--- src/rtl/whack_round_ctrl_if.sv ---
// Timer-side link of the whack-a-mole round sequencer.
// The controller (master) drives reload/interval/direction; the timer (slave) returns timeout.
interface whack_round_ctrl_if;
    logic       tmr_rst_n;
    logic [2:0] tmr_interval;
    logic       tmr_dir;
    logic       tmr_timeout;

    modport master (output tmr_rst_n, output tmr_interval, output tmr_dir, input tmr_timeout);
    modport slave  (input tmr_rst_n, input tmr_interval, input tmr_dir, output tmr_timeout);
endinterface

--- src/rtl/whack_round_ctrl.sv ---
// Whack-a-mole round sequencer: lights one mole per round, judges presses against the timer.
// Optional feature: define WHACK_NO_REPEAT_EN to forbid the same hole in consecutive rounds.
module whack_round_ctrl #(
    parameter int NUM_MOLES      = 4,
    parameter int ROUNDS         = 16,
    parameter int MAX_MISSES     = 3,
    parameter int START_INTERVAL = 5,
    parameter int MIN_INTERVAL   = 1,
    parameter int SPEEDUP_EVERY  = 4
) (
    input  logic                 clk,
    input  logic                 rst_n,
    input  logic                 start,
    input  logic [NUM_MOLES-1:0] btn,
    whack_round_ctrl_if.master   tmr,
    output logic [NUM_MOLES-1:0] mole,
    output logic [7:0]           score,
    output logic [3:0]           misses,
    output logic [4:0]           round,
    output logic                 busy,
    output logic                 game_over
);

    localparam int IDX_W = $clog2(NUM_MOLES);

    typedef enum logic [2:0] {IDLE, ARM, WAIT, JUDGE, NEXT, DONE} state_t;

    state_t               state_reg, state_next;
    logic [7:0]           lfsr_reg, lfsr_next;
    logic [NUM_MOLES-1:0] mole_reg, mole_next;
    logic [7:0]           score_reg, score_next;
    logic [3:0]           misses_reg, misses_next;
    logic [4:0]           round_reg, round_next;
    logic [2:0]           interval_reg, interval_next;
    logic                 busy_reg, busy_next;
    logic                 game_over_reg, game_over_next;
    logic                 tmr_rst_n_reg, tmr_rst_n_next;

    logic [IDX_W-1:0]     idx_raw;
    logic [IDX_W-1:0]     idx_sel;
    logic [NUM_MOLES-1:0] idx_onehot;

    assign idx_raw = lfsr_reg[IDX_W-1:0];

`ifdef WHACK_NO_REPEAT_EN
    logic [IDX_W-1:0] prev_idx_reg;

    // Bump to the neighbouring hole when the LFSR repeats last round's pick.
    assign idx_sel = (idx_raw == prev_idx_reg) ? idx_raw + IDX_W'(1) : idx_raw;

    always_ff @(posedge clk or negedge rst_n) begin
        if (!rst_n) begin
            prev_idx_reg <= '0;
        end else if (state_reg == ARM) begin
            prev_idx_reg <= idx_sel;
        end
    end
`else
    assign idx_sel = idx_raw;
`endif

    generate
        for (genvar gi = 0; gi < NUM_MOLES; gi++) begin : g_onehot
            assign idx_onehot[gi] = (idx_sel == IDX_W'(gi));
        end
    endgenerate

    // Galois LFSR, taps 0xB8, free-running in every state.
    assign lfsr_next = {1'b0, lfsr_reg[7:1]} ^ (lfsr_reg[0] ? 8'hB8 : 8'h00);

    always_comb begin
        state_next     = state_reg;
        mole_next      = mole_reg;
        score_next     = score_reg;
        misses_next    = misses_reg;
        round_next     = round_reg;
        interval_next  = interval_reg;
        busy_next      = busy_reg;
        game_over_next = game_over_reg;
        tmr_rst_n_next = tmr_rst_n_reg;

        case (state_reg)
            IDLE, DONE: begin
                if (start) begin
                    state_next     = ARM;
                    score_next     = '0;
                    misses_next    = '0;
                    round_next     = '0;
                    interval_next  = 3'(START_INTERVAL);
                    busy_next      = 1'b1;
                    game_over_next = 1'b0;
                end
            end
            ARM: begin
                state_next     = WAIT;
                mole_next      = idx_onehot;
                tmr_rst_n_next = 1'b1;
            end
            WAIT: begin
                // A press in the timeout cycle takes precedence over the timeout.
                if (btn != '0) begin
                    state_next     = JUDGE;
                    mole_next      = '0;
                    tmr_rst_n_next = 1'b0;
                    if (btn == mole_reg) begin
                        score_next = (score_reg != 8'hFF) ? score_reg + 8'd1 : score_reg;
                    end else begin
                        misses_next = misses_reg + 4'd1;
                    end
                end else if (tmr.tmr_timeout) begin
                    state_next     = JUDGE;
                    mole_next      = '0;
                    tmr_rst_n_next = 1'b0;
                    misses_next    = misses_reg + 4'd1;
                end
            end
            JUDGE: begin
                state_next = NEXT;
                round_next = round_reg + 5'd1;
            end
            NEXT: begin
                if (round_reg == 5'(ROUNDS) || misses_reg == 4'(MAX_MISSES)) begin
                    state_next     = DONE;
                    busy_next      = 1'b0;
                    game_over_next = 1'b1;
                end else begin
                    state_next = ARM;
                    if ((int'(round_reg) % SPEEDUP_EVERY) == 0 &&
                        interval_reg > 3'(MIN_INTERVAL)) begin
                        interval_next = interval_reg - 3'd1;
                    end
                end
            end
            default: state_next = IDLE;
        endcase
    end

    always_ff @(posedge clk or negedge rst_n) begin
        if (!rst_n) begin
            state_reg     <= IDLE;
            lfsr_reg      <= 8'hA5;
            mole_reg      <= '0;
            score_reg     <= '0;
            misses_reg    <= '0;
            round_reg     <= '0;
            interval_reg  <= 3'(START_INTERVAL);
            busy_reg      <= 1'b0;
            game_over_reg <= 1'b0;
            tmr_rst_n_reg <= 1'b0;
        end else begin
            state_reg     <= state_next;
            lfsr_reg      <= lfsr_next;
            mole_reg      <= mole_next;
            score_reg     <= score_next;
            misses_reg    <= misses_next;
            round_reg     <= round_next;
            interval_reg  <= interval_next;
            busy_reg      <= busy_next;
            game_over_reg <= game_over_next;
            tmr_rst_n_reg <= tmr_rst_n_next;
        end
    end

    assign tmr.tmr_rst_n    = tmr_rst_n_reg;
    assign tmr.tmr_interval = interval_reg;
    assign tmr.tmr_dir      = 1'b0;
    assign mole             = mole_reg;
    assign score            = score_reg;
    assign misses           = misses_reg;
    assign round            = round_reg;
    assign busy             = busy_reg;
    assign game_over        = game_over_reg;

endmodule

--- src/flat_wrapper.sv ---
// flat-port wrapper written by rule: the top's interface ports become plain ports
module whack_round_ctrl_flat 
#(
    parameter int NUM_MOLES      = 4,
    parameter int ROUNDS         = 16,
    parameter int MAX_MISSES     = 3,
    parameter int START_INTERVAL = 5,
    parameter int MIN_INTERVAL   = 1,
    parameter int SPEEDUP_EVERY  = 4
)
  (clk, rst_n, start, btn, mole, score, misses, round, busy, game_over, tmr_tmr_rst_n, tmr_tmr_interval, tmr_tmr_dir, tmr_tmr_timeout);
  whack_round_ctrl_if tmr_i ();
  input  logic clk;
  input  logic rst_n;
  input  logic start;
  input  logic [NUM_MOLES-1:0] btn;
  output logic [NUM_MOLES-1:0] mole;
  output logic [7:0] score;
  output logic [3:0] misses;
  output logic [4:0] round;
  output logic busy;
  output logic game_over;
  output wire logic [$bits(tmr_i.tmr_rst_n)-1:0] tmr_tmr_rst_n;
  output wire logic [$bits(tmr_i.tmr_interval)-1:0] tmr_tmr_interval;
  output wire logic [$bits(tmr_i.tmr_dir)-1:0] tmr_tmr_dir;
  input wire logic [$bits(tmr_i.tmr_timeout)-1:0] tmr_tmr_timeout;
  assign tmr_tmr_rst_n = tmr_i.tmr_rst_n;
  assign tmr_tmr_interval = tmr_i.tmr_interval;
  assign tmr_tmr_dir = tmr_i.tmr_dir;
  assign tmr_i.tmr_timeout = tmr_tmr_timeout;
  whack_round_ctrl #(.NUM_MOLES(NUM_MOLES), .ROUNDS(ROUNDS), .MAX_MISSES(MAX_MISSES), .START_INTERVAL(START_INTERVAL), .MIN_INTERVAL(MIN_INTERVAL), .SPEEDUP_EVERY(SPEEDUP_EVERY)) u_core (.clk(clk), .rst_n(rst_n), .start(start), .btn(btn), .tmr(tmr_i), .mole(mole), .score(score), .misses(misses), .round(round), .busy(busy), .game_over(game_over));
endmodule
--- config.mk ---
export PLATFORM = sky130hd
export DESIGN_NAME = whack_round_ctrl_flat
export DESIGN_NICKNAME = d
export VERILOG_FILES = /design/src/rtl/whack_round_ctrl_if.sv /design/src/rtl/whack_round_ctrl.sv /design/src/flat_wrapper.sv
export SDC_FILE = /design/constraint.sdc
export NUM_CORES = 1
export LEC_CHECK = 0
export CORE_MARGIN = 2
export CORE_UTILIZATION = 50
export DETAILED_ROUTE_END_ITERATION = 16
export GPL_TIMING_DRIVEN = 0
export HOLD_SLACK_MARGIN = 0.03
export PLACE_DENSITY = 0.84
export SETUP_SLACK_MARGIN = 0.05
export SYNTH_ARGS = -nofsm -noshare
export SYNTH_HDL_FRONTEND = slang
export SYNTH_SLANG_ARGS = --single-unit
--- constraint.sdc ---
create_clock -name clk -period 2.15 [get_ports clk]
set_input_delay 0.645 -clock clk [delete_from_list [all_inputs] [get_ports clk]]
set_output_delay 0.645 -clock clk [all_outputs]
set_load 0.02 [all_outputs]
# Word level (Yosys, flattened, before mapping)
# Cells that the tools add are included.
[word_totals] regBits=38 in_bits=8 elab_cells=89
[classes] addsub=4 n_lt_le_gt_ge=1 n_eq_ne=21 n_mux=34 n_bitwise=1 n_reduce_logical=18
[ops] op="2-to-1 mux 8 bit" count=5
[ops] op="logical NOT 32 bit" count=1
[ops] op="2-to-1 mux 4 bit" count=6
[ops] op="2-to-1 mux 3 bit" count=7
[ops] op="one-hot mux 4 bit (2 select lines)" count=2
[ops] op="one-hot mux 8 bit (2 select lines)" count=1
[ops] op="one-hot mux 3 bit (5 select lines)" count=1
[ops] op="!= test 2 x 1 -> 1 bit, second input constant" count=5
[ops] op="one-hot mux 5 bit (2 select lines)" count=1
[ops] op="adder 8 x 1 -> 8 bit, second input constant" count=1
[ops] op="!= test 8 bit, second input constant" count=1
[ops] op="AND reduction 4 bit" count=2
[ops] op="nonzero test 2 bit" count=4
[ops] op="XOR 7 x 8 -> 8 bit" count=1
[ops] op="equality test 3 x 2 -> 1 bit, second input constant" count=2
[ops] op="equality test 3 bit, second input constant" count=2
[ops] op="2-to-1 mux 1 bit" count=6
[ops] op="one-hot mux 1 bit (2 select lines)" count=3
[ops] op="one-hot mux 3 bit (2 select lines)" count=1
[ops] op="AND reduction 2 bit" count=3
[ops] op="adder 5 x 1 -> 5 bit, second input constant" count=1
[ops] op="equality test 5 bit, second input constant" count=1
[ops] op="2-to-1 mux 5 bit" count=1
[ops] op="AND reduction 5 bit" count=1
[ops] op="18 further kinds" count=20

# Longest topological paths before layout
[depth] depth_word=5 mapped_depth=7 depth_no_buf=7

# Worst setup path before layout
# OpenSTA, ideal clock, no wires.
[synth_timing] path_kind="in2reg" start="in btn[3]" end="reg u_core.misses_reg[2] (netlist: u_core.misses[2])" setup_time_ns=0.121 t_arrival_ns=1.757 required_ns=2.029 setup_slack_ns=0.272 path_stages=5 n_path_buf=0 path_cell_list="a2111oi_4 nor3_4 a211oi_4 o22ai_1 a22o_1"
[synth_via] elab_chain_cells=3 word_cells_on_any_way=7
[synth_rtl] element="start: declaration" line="flat_wrapper.sv:16" source="input logic [NUM_MOLES-1:0] btn;"
[synth_rtl] element="equality test 4 bit or nonzero test 4 bit (tied branches)" line="whack_round_ctrl.sv:105, whack_round_ctrl.sv:101"
[synth_rtl] element="!= test 3 bit (no line) (tied with other cells)"
[synth_rtl] element="AND reduction 4 bit (no line) or one-hot mux 4 bit (2 select lines) (tied branches)"
[synth_rtl] element="end signal: assignment" line="whack_round_ctrl.sv:155" source="misses_reg <= misses_next;"
[synth_rtl] element="end: declaration" line="whack_round_ctrl.sv:32" source="logic [3:0] misses_reg, misses_next;"
# Several ways; a longest one is shown, not always the timed one.
# A chain may end at the register's enable or synchronous reset.

# Worst setup path in the final report
[layout_timing] start="reg u_core.mole_reg[1] (netlist: u_core.mole[1])" end="out mole[1]"
[layout_lines] element="start: declaration" line="whack_round_ctrl.sv:30" source="logic [NUM_MOLES-1:0] mole_reg, mole_next;"
[layout_lines] element="start signal: assignment" line="whack_round_ctrl.sv:153" source="mole_reg <= mole_next;"
[layout_lines] element="end: declaration" line="flat_wrapper.sv:17" source="output logic [NUM_MOLES-1:0] mole;"
# No word-level cell between the ends.

==> results.yml <==
outcome:
  status: "finished clean"
clock_tree:
  cts_tree: "done"
  cts_buffers: 5
  clockBufferDepth: 2
  cts.htree.levels: 2
  cts_root_buf: "clkbuf_8"
  cts_hold_buf: 0
  clk-insertion-delay-late_ns: 0.29
  cts.clk_slew.worst_paths_ns: 0.07
  cts.sinks: 38
detailed_routing:
  via_count: 1512
  drtPass1Iterations: 4
  vias_per_cell: 5.42
  drc_errors: 0
  drtIter0Drc: 96
  wl_per_cell_um: 13.5
  routed_wirelength_mm: 3.77
  antenna_left: 0
power:
  p_total_mw: 2.59
  ir_worst_vdd_mv: 0.894
  power.density_mw_per_mm2: 1050
  p_leak_nw: 1.07
yosys:
  synth.distinct_cells: 46
  synth_edf_count: 0
  yosys_warnings: 0
  async_flop_share_pct: 100
  synthTopCellsByArea: "dfrtp_1 (42%), dfstp_2 (8.2%), o21ai_1 (5.2%)"
  ys_top_cells_by_count: "dfrtp_1 (32), nand2_1 (20), o21ai_1 (20), nor2_1 (14), nand3_1 (12)"
  avgSynthCellArea_sq_um: 10.3
  synth_top_cell_area_share_pct: 41.7
  synth_fp_nets: 201
  ys_seq_elements: 38
  syn_inst: 187
  syn_area_sq_mm: 0.00192
  synthFlopType: "dfrtp_1"
  yosysMostFrequentCell: "dfrtp_1"
  synth_seq_area_share_pct: 49.9
  synth_top_area_cell: "dfrtp_1"
global_routing:
  grt_start_max_net_pins: 39
  antenna_found_initial: 0
  grt_pass1_wl_mm: 6.40
  grt_overflow: 0
  first_global_vias: 1448
  track_usage_pct: 19.6
setup_path:
  cp_cell_sequence: "clkdlybuf4s50_1"
  crit_end: "mole[1]"
  critPathMaxStageDelay_ns: 0.65
  r2r_cells: 6
  critical_path_depth: 1
  crit_start: "u_core.mole[1]"
  cp-start-kind: "register"
  cp_top_family: "buffers and inverters"
  critical_path.max_fanout: 4
  required_ns: 1.50
  cp_slowest_cell: "clkdlybuf4s50_1"
  reg2reg_to: "u_core.score[5]"
  crit_buf_inv: 1
  r2r-start: "u_core.state_reg[0]"
  criticalPathCategory: "reg2out"
  crit_arrival_ns: 1.39
  critPathCaptureType: "primary output"
  r2r_slack_ns: 0.22
floorplan:
  row_count: 22
  coreArea_sq_mm: 0.00369
  die_w_um: 66.0
  die-area_sq_mm: 0.00435
  die_y_um: 66.0
  initial_core_util_pct: 52.1
  ios: 36
sta:
  slew_headroom_pct: 46.4
  fin_ws_ns: 0.113
  period_minus_slack_ns: 2.04
  setup_viol: 0
  max_freq_ghz: 0.491
  holdWs_ns: 0.353
  worstMarginPinSlew_ns: 0.804
  skew_ns: 0.00589
  hold_viol: 0
  grt_setup_unrepaired: "false"
  finalCritPeriodShare_pct: 94.7
  finalMaxSlewViolations: 0
placement:
  dpl.hpwl_mm: 2.66
  dp_slack_ns: -0.380
  io_buffers: 34
  gp_congestion: 0.875
  dp_cells: 269
flow_run:
  maxCapViolCount: 0
layout:
  nets: 244
  diodes: 0
  syn2layout_area_growth_pct: 28.3
  drive_gt1_share_pct: 13.9
  stdcell_count: 279
hold_path:
  min_path_type: "reg2reg"
## power breakdown
group          internal (mW)  switching [mW]  leakage [nW]
clock                  0.261           0.232        0.0455
sequential             0.841           0.141         0.492
combinational          0.485           0.631         0.535
## kinds of logic (layout without fill, tap and decap cells)
| group | Yosys count | count (layout) | share of synthesized area (%) |
|---|---|---|---|
| AOI/OAI and AO/OA | 48 | 48 | 18.4 |
| xor gates and xnor gates | 8 | 8 | 3.65 |
| adders and majority gates | 6 | 6 | 3.91 |
| buffers and inverters | 12 | 56 | 2.93 |
| DFF | 38 | 38 | 49.9 |
| muxes | 1 | 1 | 0.521 |
| other | 1 | 1 | 0.195 |
| and+or+nand+nor | 73 | 73 | 20.5 |
## metrics by stage
stage                     util [%]  TNS (ns)  instance area (sq um)
after floorplan                  -         0                   1920
after global placement        62.9    -19.28                   2320
after detailed placement      62.8     -5.63                   2320
after CTS                     66.3         0                   2450
after global routing          66.8         0                   2460
final                         66.8         0                   2460
## routing by layer
layer / up-vias / track usage, % / part of all wire (%)
met5: - / 0 / 0
met4: 0 / 7.91 / 1.3
met3: 5 / 5.79 / 3.4
met2: 27 / 29.8 / 47
met1: 723 / 26.3 / 48
li1: 757 / - / -
## final cells by class
| cell class | count | area [sq um] |
|---|---|---|
| Sequential cell | 38 | 958 |
| Timing Repair Buffer | 37 | 362 |
| Fill cell | 293 | 1220 |
| Buffer | 5 | 30.0 |
| Tap cell | 48 | 60.1 |
| Clock buffer | 8 | 90.1 |
| Multi-Input combinational cell | 137 | 942 |
| Inverter | 6 | 22.5 |
## timing repair
| action | CTS | global route |
|---|---|---|
| resized for setup | 8 | 4 |
| hold endpoints to repair | 0 | 0 |
| setup buffers | 2 | 1 |
| pin swaps | 2 | 2 |
| setup endpoints to repair | 10 | 14 |
| cloned | 0 | 0 |
## how the worst min path moves through the flow
stage	startpoint	end	slack, ns	cells past startpoint
CTS	u_core.lfsr_reg[3]	u_core.lfsr_reg[2]	0.36	0
finish	u_core.lfsr_reg[3]	u_core.lfsr_reg[2]	0.35	0
detailed placement	u_core.lfsr_reg[3]	u_core.lfsr_reg[2]	0.35	0
global route	u_core.lfsr_reg[3]	u_core.lfsr_reg[2]	0.36	0
global placement	u_core.lfsr_reg[3]	u_core.lfsr_reg[2]	0.34	0
floorplan	u_core.lfsr_reg[3]	u_core.lfsr_reg[2]	0.33	0
## layout by cell type (no fill, tap or decap), types with 2 or more instances in the layout
cell type        instances
a21o_1                   2
a21oi_1                  6
a22o_1                   3
a32o_1                   2
and2_1                   2
and3_1                   3
buf_4                    4
clkbuf_1                 5
clkbuf_8                 6
clkdlybuf4s50_1         27
dfrtp_1                 32
dfstp_2                  6
dlygate4sd2_1            3
dlymetal6s2s_1           3
ha_1                     6
inv_1                    6
nand2_1                 20
nand3_1                 12
nand4_1                  2
nor2_1                  14
nor2b_1                  4
nor3_1                   2
nor3_4                   2
o21ai_1                 19
o22ai_1                  2
o31ai_1                  3
or2_1                    2
or3b_1                   2
xor2_1                   5
xor2_2                   2
No activity file was read; power rests on OpenSTA's default activity.
